`src/rtl/alu_dispatcher.sv`:
```
// alu_dispatcher: queues ALU commands, issues them one at a time to a lane of a
// vector ALU and returns each registered lane result as a tagged response.
//
// Optional feature: define ALU_DISPATCHER_ERR_FLAG_EN to add the rsp_err output
// (divide by zero or undefined opcode flagged alongside the response).
//
// Ports:
//   clk, arst            clock, asynchronous active-high reset
//   cmd_valid/cmd_ready  command handshake into the DEPTH-entry FIFO
//   cmd_lane/sel/a/b/tag command fields
//   alu_a/b/sel[N]       per-lane operands/opcode, zero except the issuing lane
//   alu_enable[N]        one-hot for the single ISSUE cycle
//   alu_z[N]             registered lane results from the vector ALU
//   rsp_valid/rsp_ready  response handshake
//   rsp_data/tag/lane    captured result, held stable while rsp_valid is high
//   rsp_err              (optional) error flag travelling with the response
module alu_dispatcher #(
    parameter  int N     = 4,
    parameter  int WIDTH = 8,
    parameter  int DEPTH = 4,
    parameter  int TAGW  = 4,
    localparam int LW    = $clog2(N),
    localparam int PW    = $clog2(DEPTH)
) (
    input  logic                 clk,
    input  logic                 arst,
    input  logic                 cmd_valid,
    output logic                 cmd_ready,
    input  logic [LW-1:0]        cmd_lane,
    input  logic [2:0]           cmd_sel,
    input  logic [WIDTH-1:0]     cmd_a,
    input  logic [WIDTH-1:0]     cmd_b,
    input  logic [TAGW-1:0]      cmd_tag,
    output logic [WIDTH-1:0]     alu_a [N],
    output logic [WIDTH-1:0]     alu_b [N],
    output logic [2:0]           alu_sel [N],
    output logic [N-1:0]         alu_enable,
    input  logic [2*WIDTH-1:0]   alu_z [N],
`ifdef ALU_DISPATCHER_ERR_FLAG_EN
    output logic                 rsp_err,
`endif
    output logic                 rsp_valid,
    input  logic                 rsp_ready,
    output logic [2*WIDTH-1:0]   rsp_data,
    output logic [TAGW-1:0]      rsp_tag,
    output logic [LW-1:0]        rsp_lane
);
    typedef struct packed {
        logic [LW-1:0]    lane;
        logic [2:0]       sel;
        logic [WIDTH-1:0] a;
        logic [WIDTH-1:0] b;
        logic [TAGW-1:0]  tag;
    } cmd_t;

    typedef enum logic [1:0] {IDLE, ISSUE, WAIT, RESP} state_t;

    state_t             state_q, state_d;
    cmd_t               fifo_q [DEPTH];
    cmd_t               iss_q;
    logic [PW-1:0]      wptr_q, rptr_q;
    logic [PW:0]        count_q;
    logic [2*WIDTH-1:0] rsp_data_q;
    logic [TAGW-1:0]    rsp_tag_q;
    logic [LW-1:0]      rsp_lane_q;
    logic               push, pop, not_empty;

    assign cmd_ready = count_q < (PW+1)'(DEPTH);
    assign not_empty = count_q != '0;
    assign push      = cmd_valid && cmd_ready;
    // The head is popped on the edge that enters ISSUE, from IDLE or from a
    // completed response handshake.
    assign pop       = not_empty && (state_q == IDLE || (state_q == RESP && rsp_ready));

    always_ff @(posedge clk) begin
        if (push) fifo_q[wptr_q] <= '{cmd_lane, cmd_sel, cmd_a, cmd_b, cmd_tag};
    end

    always_ff @(posedge clk or posedge arst) begin
        if (arst) begin
            wptr_q  <= '0;
            rptr_q  <= '0;
            count_q <= '0;
            iss_q   <= '0;
        end else begin
            wptr_q  <= wptr_q + PW'(push);
            rptr_q  <= rptr_q + PW'(pop);
            count_q <= count_q + (PW+1)'(push) - (PW+1)'(pop);
            if (pop) iss_q <= fifo_q[rptr_q];
        end
    end

    always_ff @(posedge clk or posedge arst) begin
        if (arst) state_q <= IDLE;
        else      state_q <= state_d;
    end

    always_comb begin
        state_d = state_q;
        case (state_q)
            IDLE:    state_d = not_empty ? ISSUE : IDLE;
            ISSUE:   state_d = WAIT;
            WAIT:    state_d = RESP;
            RESP:    state_d = rsp_ready ? (not_empty ? ISSUE : IDLE) : RESP;
            default: state_d = IDLE;
        endcase
    end

    always_comb begin
        alu_enable = '0;
        for (int i = 0; i < N; i++) begin
            alu_a[i]   = '0;
            alu_b[i]   = '0;
            alu_sel[i] = '0;
            if (state_q == ISSUE && iss_q.lane == LW'(i)) begin
                alu_a[i]      = iss_q.a;
                alu_b[i]      = iss_q.b;
                alu_sel[i]    = iss_q.sel;
                alu_enable[i] = 1'b1;
            end
        end
    end

    // The lane result is registered by the ALU at the end of ISSUE, so it is
    // valid throughout WAIT and is captured on the edge leaving WAIT.
    always_ff @(posedge clk or posedge arst) begin
        if (arst) begin
            rsp_data_q <= '0;
            rsp_tag_q  <= '0;
            rsp_lane_q <= '0;
        end else if (state_q == WAIT) begin
            rsp_data_q <= alu_z[iss_q.lane];
            rsp_tag_q  <= iss_q.tag;
            rsp_lane_q <= iss_q.lane;
        end
    end

`ifdef ALU_DISPATCHER_ERR_FLAG_EN
    logic rsp_err_q;
    always_ff @(posedge clk or posedge arst) begin
        if (arst)                rsp_err_q <= 1'b0;
        else if (state_q == WAIT) rsp_err_q <= (iss_q.sel == 3'b101 && iss_q.b == '0) || iss_q.sel[2:1] == 2'b11;
    end
    assign rsp_err = rsp_err_q;
`endif

    assign rsp_valid = state_q == RESP;
    assign rsp_data  = rsp_data_q;
    assign rsp_tag   = rsp_tag_q;
    assign rsp_lane  = rsp_lane_q;
endmodule
```
`config.mk`:
```
export PLATFORM = sky130hd
export DESIGN_NAME = alu_dispatcher
export DESIGN_NICKNAME = d
export VERILOG_FILES = /design/src/rtl/alu_dispatcher.sv
export SDC_FILE = /design/constraint.sdc
export NUM_CORES = 1
export LEC_CHECK = 0
export CAP_MARGIN = 10
export CORE_MARGIN = 2
export CORE_UTILIZATION = 53
export CTS_BUF_LIST = sky130_fd_sc_hd__clkbuf_8
export DETAILED_ROUTE_END_ITERATION = 10
export GPL_TIMING_DRIVEN = 0
export PLACE_DENSITY = 0.95
export SLEW_MARGIN = 5
export SYNTH_ARGS = -nofsm -noshare
export SYNTH_HDL_FRONTEND = slang
export SYNTH_SLANG_ARGS = --single-unit
```
`constraint.sdc`:
```
create_clock -name clk -period 7.82 [get_ports clk]
set_input_delay 1.564 -clock clk [delete_from_list [all_inputs] [get_ports clk]]
set_output_delay 1.564 -clock clk [all_outputs]
set_load 0.02 [all_outputs]
```
==> results.md <==
Outcome:
- The flow ran to the end, and the final reports show no timing, DRC or antenna violations.

STA:
- The maximum clock frequency is between 0.2 and 0.25 GHz.
- The post-route minimum period is approximately 4.5 ns.
- In this run the tightest slew margin relative to its limit is 40.2%.
- The number of max-slew violations in the final report is 0.
- The measured slew at the worst slew-check pin is 0.893 ns.
- Of the available clock period, the critical path in the final layout requires 57.6%.
- The final hold violation count is 0.
- Across the routed clock network, the largest skew measured is 0.00936 ns.
- Setup violations remaining at the end of the flow were counted as 0.
- In the final timing run, aggregate negative setup slack is 0 ns.
- Setup repair after global routing left no endpoint under its margin.

Clock tree:
- The clock insertion delay at the later pin of the skew report is 0.44 ns.
- The maximum clock path buffer count is 2.
- The clock tree synthesis step divided the H-tree into 4 levels.
- The root buffer cell chosen for the clock tree is sky130_fd_sc_hd__clkbuf_8.
- TritonCTS built the clock tree.
- The clock edge transition at the registers on the reported setup and hold paths is about 0.08 ns.
- The total clock buffers created by CTS is 17.
- The number of setup buffers added after CTS is 0.
- The hold buffer count at CTS is 0.
- The number of cells upsized or downsized after cts is 0.
- The clock net in this run drives a total of ~160 sinks.

Min path:
- The path class of the tightest hold or removal check is reg2reg.
- Counting instances, the worst hold path has a depth of 1.

Logic synthesis:
- The async set or reset register ratio after synthesis is between 30 and 40%.
- Summing the areas of all xor and xnor instances in the mapped netlist gives 0.518% of the synthesized area.
- The primary flip-flop cell chosen by synthesis mapping is sky130_fd_sc_hd__edfxtp_1.
- After Yosys synthesis, and, or, nand and nor cells account for 8.65% of the synthesized area.
- In the post-synthesis netlist, the biggest area contributors are sky130_fd_sc_hd__edfxtp_1 (44%), sky130_fd_sc_hd__dfrtp_1 (21%), sky130_fd_sc_hd__mux4_2 (12%).
- Counting every instance in the synthesized netlist gives 380.
- The proportion of synthesized chip area in sequential cells is 65.1%.
- The number of different library cells in the post-synthesis netlist is 32.
- The synthesis-stage register bit count is 156.
- A synthesized cell averages 17.8 um^2.
- The multiplexer area fraction after synthesis is 21.7%.
- The number of warnings printed during yosys synthesis is 0.
- The share of the synthesized area in compound gates (AO/OA/AOI/OAI) is 0.388%.
- The synthesized netlist occupies a cell area of roughly 6800 um^2.
- In this run, synthesis inferred 100 flip-flops with an integrated enable.
- After synthesis, the largest family of logic cells by area is multiplexers.
- After Yosys synthesis, full adders, half adders and majority gates account for 1.04% of the synthesized area.
- The synthesized design devotes to its leading area cell type 44.4% of total area.
- The net count of the mapped netlist is 478.
- The library cell with the largest summed area after synthesis is sky130_fd_sc_hd__edfxtp_1.

Die:
- The initial cell density of the core is 53.8%.
- The total die area is 13700 um^2.
- The total I/O pin count is 197.
- The die extent in x is 117 um.
- The placeable core region is 12600 um^2.
- The number of core rows is slightly above 40.
- The die is between 100 and 150 um tall.

Critical path:
- The kind of start point of the critical path is a flip-flop.
- The biggest fanout along the worst timing path is 10.
- The worst setup path is of the reg2out kind.
- The worst register-to-register path has a depth of 11.
- The sort of element at the end of the critical path is an output port.
- The data required time of the worst path is around 6.3 ns.
- The data arrival time of the critical path is about 3 ns.

Global route:
- Global routing used 24.4% of the available tracks.
- The global-route wire length before repair is 24200 um.
- The residual overflow from global routing is 0.
- The number of global-route vias before repair is 4529.
- The initial antenna violation count is 0.
- The pin count of the biggest net entering global routing is 32.

Detailed routing:
- The overall via count from detail_route is 4325.
- The DRC violations left is 0.
- The first TritonRoute pass finished after 5 iterations.
- The via density per instance is between 5 and 6.
- The final routed wire length divided by cell count is around 21 um.
- Once detail routing completed, the nets flagged for antenna violations numbered 0.
- The total wirelength of the detailed-routed design is 16400 um.
- The detailed router finished its first iteration with around 340 violations.

Power and ir drop:
- Across the VDD grid, the largest voltage drop is between 0.15 and 0.2 mV.
- The areal power density over the cells is 349 nW/um^2.
- The static leakage power is 0.00347 uW.

Place:
- The congestion estimate from routability-driven global placement came to 0.736.
- The number of input and output port buffers inserted is 196.
- The HPWL after detailed placement is roughly 12000 um.

Run:
- The tool flagged a number of max-cap violations equal to 0.

Finish:
- The share of post-route cells with drive strength above 1 is a little under a quarter.
- Relative to the synthesized area, the layout overhead comes to 40.0%.
- At the end of the flow, the number of nets in the layout was 700.
- The diode insertion count for antenna repair is 0.
- Measured on the finished design, the core utilization comes to between 70 and 80%.
==> cell type report <==
| cell class | instances | area (um^2) |
|---|---|---|
| repair buffers | 203 | 2060 |
| well taps | 172 | 215 |
| multi-input cells | 193 | 2210 |
| clock inverters | 15 | 184 |
| fillers | 675 | 3090 |
| clock buffers | 17 | 234 |
| plain buffers | 23 | 145 |
| flip-flops and latches | 156 | 4400 |
| inverters | 8 | 30.0 |
==> synth_stat cells, types with 2 or more instances <==
cell type / number
sky130_fd_sc_hd__dfrtp_1: 56
sky130_fd_sc_hd__nand2_1: 2
sky130_fd_sc_hd__nor2_1: 4
sky130_fd_sc_hd__buf_6: 3
sky130_fd_sc_hd__clkbuf_1: 8
sky130_fd_sc_hd__buf_2: 7
sky130_fd_sc_hd__mux2_2: 47
sky130_fd_sc_hd__edfxtp_1: 100
sky130_fd_sc_hd__inv_1: 8
sky130_fd_sc_hd__buf_8: 2
sky130_fd_sc_hd__ha_1: 4
sky130_fd_sc_hd__xnor2_1: 2
sky130_fd_sc_hd__and2_1: 77
sky130_fd_sc_hd__mux4_1: 5
sky130_fd_sc_hd__mux4_2: 36
sky130_fd_sc_hd__nor4bb_1: 2
sky130_fd_sc_hd__xor2_1: 2
==> cells in the final DEF (no fill, tap or decap), types with 3 or more instances in the layout <==
cell type,count
sky130_fd_sc_hd__mux4_1,5
sky130_fd_sc_hd__ha_1,4
sky130_fd_sc_hd__bufinv_16,3
sky130_fd_sc_hd__clkbuf_8,17
sky130_fd_sc_hd__clkinv_4,3
sky130_fd_sc_hd__nor2_1,3
sky130_fd_sc_hd__inv_1,7
sky130_fd_sc_hd__clkbuf_1,8
sky130_fd_sc_hd__edfxtp_1,100
sky130_fd_sc_hd__buf_6,6
sky130_fd_sc_hd__mux4_2,36
sky130_fd_sc_hd__dfrtp_1,56
sky130_fd_sc_hd__inv_6,5
sky130_fd_sc_hd__buf_4,3
sky130_fd_sc_hd__buf_2,7
sky130_fd_sc_hd__and2_1,77
sky130_fd_sc_hd__mux2_2,47
sky130_fd_sc_hd__clkdlybuf4s50_1,196
==> metal layers <==
metal	track usage, %	wire length [um]	vias up
met5	0	0	-
met4	8.78	376	0
met3	6.90	1530	30
met2	42.9	8400	238
met1	29.0	6140	2175
li1	-	-	1882
==> path summary, 6_finish.rpt <==
| check | startpoint | endpoint | slack (ns) |
|---|---|---|---|
| max | iss_q[24]$_DFFE_PP0P_ | alu_sel[10] | 3.32 |
| min | rsp_tag[1]$_DFFE_PP0P_ | rsp_tag[1]$_DFFE_PP0P_ | 0.51 |
| max reg2reg | state_q[1]$_DFF_PP0_ | count_q[2]$_DFF_PP0_ | 5.12 |
| min reg2reg | rsp_tag[1]$_DFFE_PP0P_ | rsp_tag[1]$_DFFE_PP0P_ | 0.51 |
| max in group asynchronous | arst | iss_q[22]$_DFFE_PP0P_ | 5.73 |
| min in group asynchronous | arst | rsp_data[3]$_DFFE_PP0P_ | 1.49 |
==> metrics by stage <==
stage / hold slack (ns) / cell area (um^2) / power (uW) / instances / worst slack (ns)
final: 0.508 / 9480 / 3310 / 787 / 3.32
after global routing: 0.519 / 9480 / 3470 / 787 / 3.24
after CTS: 0.512 / 9480 / 3340 / 787 / 3.30
after detailed placement: 0.493 / 9060 / 2710 / 755 / 3.70
after global placement: 0.478 / 8940 / 2600 / 748 / 2.01
after floorplan: 0.470 / 6770 / 2140 / 380 / 3.82
==> worst max-delay path, stage by stage, from the launching register on <==
cell and delay (ns):
sky130_fd_sc_hd__dfrtp_1 0.40, sky130_fd_sc_hd__buf_2 0.21, sky130_fd_sc_hd__nor4b_1 0.55, sky130_fd_sc_hd__clkbuf_1 0.44, sky130_fd_sc_hd__and2_1 0.24, sky130_fd_sc_hd__clkdlybuf4s50_1 0.65
==> power by group <==
group          switching, uW  total, uW  internal (uW)
clock network            304        624            320
logic                    663       1430            764
registers                139       1260           1120
==> state kept, by name, summed over array words and instances, names as in the netlist <==
name and flops:
count_q 3, fifo_q 100, iss_q 25, rptr_q 2
rsp_data 16, rsp_lane 2, rsp_tag 4, state_q 2
wptr_q 2
==> cells by family after synthesis <==
kind of cell / after synthesis
mux: 88
buf+inv: 31
xor+xnor: 4
fa+ha+maj: 5
compound gates: 3
flops: 156
simple gates: 93
(Power assumes the default switching activity.)
==> variant: new RTL, config.mk and constraints unchanged <==
The 4 states of `state_t` get a one-hot encoding in 4 bits.
--- a/src/rtl/alu_dispatcher.sv
+++ b/src/rtl/alu_dispatcher.sv
@@ -55,3 +55,3 @@
 
-    typedef enum logic [1:0] {IDLE, ISSUE, WAIT, RESP} state_t;
+    typedef enum logic [3:0] {IDLE = 4'b0001, ISSUE = 4'b0010, WAIT = 4'b0100, RESP = 4'b1000} state_t;
 
Check against the original RTL: no difference found for any inputs over 10 cycles, from zero or initial values and one cycle with arst high; not proved beyond that.
==> variant against the unedited design <==
- total power is 3.1% lower
- final area increased by 0.73%
- fmax up 2.7%
- sequential cell count is 2 higher
- wire length increased by 0.58%
- non-clock buffer count down 2
- synthesized area up 2.2%
- setup slack improved by 120 ps
- critical path depth stayed put
- critical endpoint is now alu_b[25]
==> variant: results (changes against the unedited design) <==
outcome=complete, no violations; Post-CTS Setup Bufs=0 (unchanged); Max IR drop VDD=189 uV (+9.8%); CTS Root Cell=clkbuf_8; Clk Latency, worst-skew pair=450 ps; port bufs=196 (unchanged); routability cong.=0.853 (+16%); Post-layout nets=703 (+0.43%); Ys Warns=0 (unchanged); Syn Nets=483 (+1.0%); 1st-iter DRT viols=301 (-12%); first-pass GRT wire length=25,400 um (+4.9%); Post-synth ARST share=36.7% (+0.81 points); critical path peak fanout=10 (unchanged); Yosys cell types=35 (+9.4%); vias in the first global route=4,637 (+2.4%); uppermost layer routed=met4; fillcell total=747 (+11%); worst-case clock buffer depth=2 (unchanged); met3 routed WL=1100 um (-28%); fraction of layout cells with a size suffix above 1=24.5% (+1.6 points); Slew HR=40.9% (+0.65 points); antenna violations before repair=0 (unchanged); clock skew=13.2 ps (+3.83 ps); synth cell count leaders=100 x edfxtp_1, 76 x and2_1, 57 x dfrtp_1; dpl ws=3890 ps (+187 ps); 1st-pass router iterations=4 (-1); via count=4,318 (-0.16%); cells resized by post-CTS repair=0 (unchanged); WL/cell=20.9 um (about the same); wire length on met1=6420 um (+4.5%); static leakage=3.55 nW (+2.1%); Final Hold Violating Endpoints=0 (unchanged); largest net degree at the start of global routing=40 (+25%); CTS clock-pin slew for the worst setup and hold paths=80 ps (about the same); Final HPWL DP=11,900 um (-1.1%); ranking of synthesized cells by area=edfxtp_1 43%, dfrtp_1 21%, mux4_2 13%; Post-synth EDFFs=100 (unchanged); max reg flops=100 (unchanged); Total Routing Usage GR=24.2% (-0.24 points); register bank with the most flops=fifo_q; ANT cells=0 (unchanged); CTS H-tree lvls=4 (unchanged); worst hold path type=reg2reg; CTS buffer count=17 (unchanged); met2 WL=8520 um (+1.4%); worst path arrival time=2820 ps (-120 ps); power per cell area=336 nW/um^2 (-3.8%); DP Area=9170 sq um (+1.3%); post-synthesis sequential area ratio=64.4% (-0.68 points)
-- variant: changes by cell type after synthesis, moves of 3 or more --
cell and delta:
clkbuf_1 -4, clkbuf_2 +3, inv_1 -3, mux2_2 -11, mux2_4 +10, mux4_1 -5, mux4_2 +5, nand2_1 +3
-- variant: final cells by class --
cell class / count / area share [%]
tap: 172 / 2.25
sequential: 158 / 46.7
buffer: 23 / 1.51
inverter: 5 / 0.197
timing repair buffer: 201 / 21.2
multi-input combinational: 201 / 24.3
clock buffer: 18 / 2.60
clock inverter: 14 / 1.31
-- variant: where the power goes --
group	switching [mW]	internal, mW	leakage (nW)	total, mW
clock network	0.286	0.286	0.196	0.572
logic	0.605	0.738	1.75	1.34
registers	0.158	1.13	1.60	1.29
total	1.05	2.16	3.55	3.20
-- variant: logic make-up (layout without fill, tap and decap cells) --
logic type      Yosys count  after routing  synth area share (%)
xor+xnor                  7              7                 0.886
mux                      88             88                  21.5
compound gates            6              6                 0.741
fa+ha+maj                 3              3                 0.651
flops                   158            158                  64.4
buf+inv                  28            261                  2.35
simple gates             97             97                  9.44
-- variant: metrics by stage --
step                      total power [mW]  instances
final                                 3.20        792
after detailed placement              2.66        760
after global placement                2.58        755
after global routing                  3.36        792
after CTS                             3.23        792
after floorplan                       2.17        387
-- variant: worst max-delay path: stages, from the launching register on --
cell	delay [ps]
dfrtp_1	520
nor4b_4	430
nor3b_2	310
clkbuf_2	310
and2_1	190
clkdlybuf4s50_1	610
-- variant: path summary, 6_finish.rpt --
kind / slack [ps] / startpoint / cells past startpoint / endpoint
max: 3430 / state_q[3] / 5 / alu_b[25]
max reg2reg: 5430 / state_q[3] / 8 / count_q[2]
min in group asynchronous: 1450 / arst / 2 / rsp_data[1]
min: 490 / rsp_lane[1] / 1 / rsp_lane[1]
min reg2reg: 490 / rsp_lane[1] / 1 / rsp_lane[1]
max in group asynchronous: 5730 / arst / 3 / state_q[0]
-- variant: per-layer routing --
metal  vias up  GRT usage, %
met3        38          6.71
li1       1898             -
met4         0          10.3
met5         -             0
met1      2178          27.7
met2       204          42.5
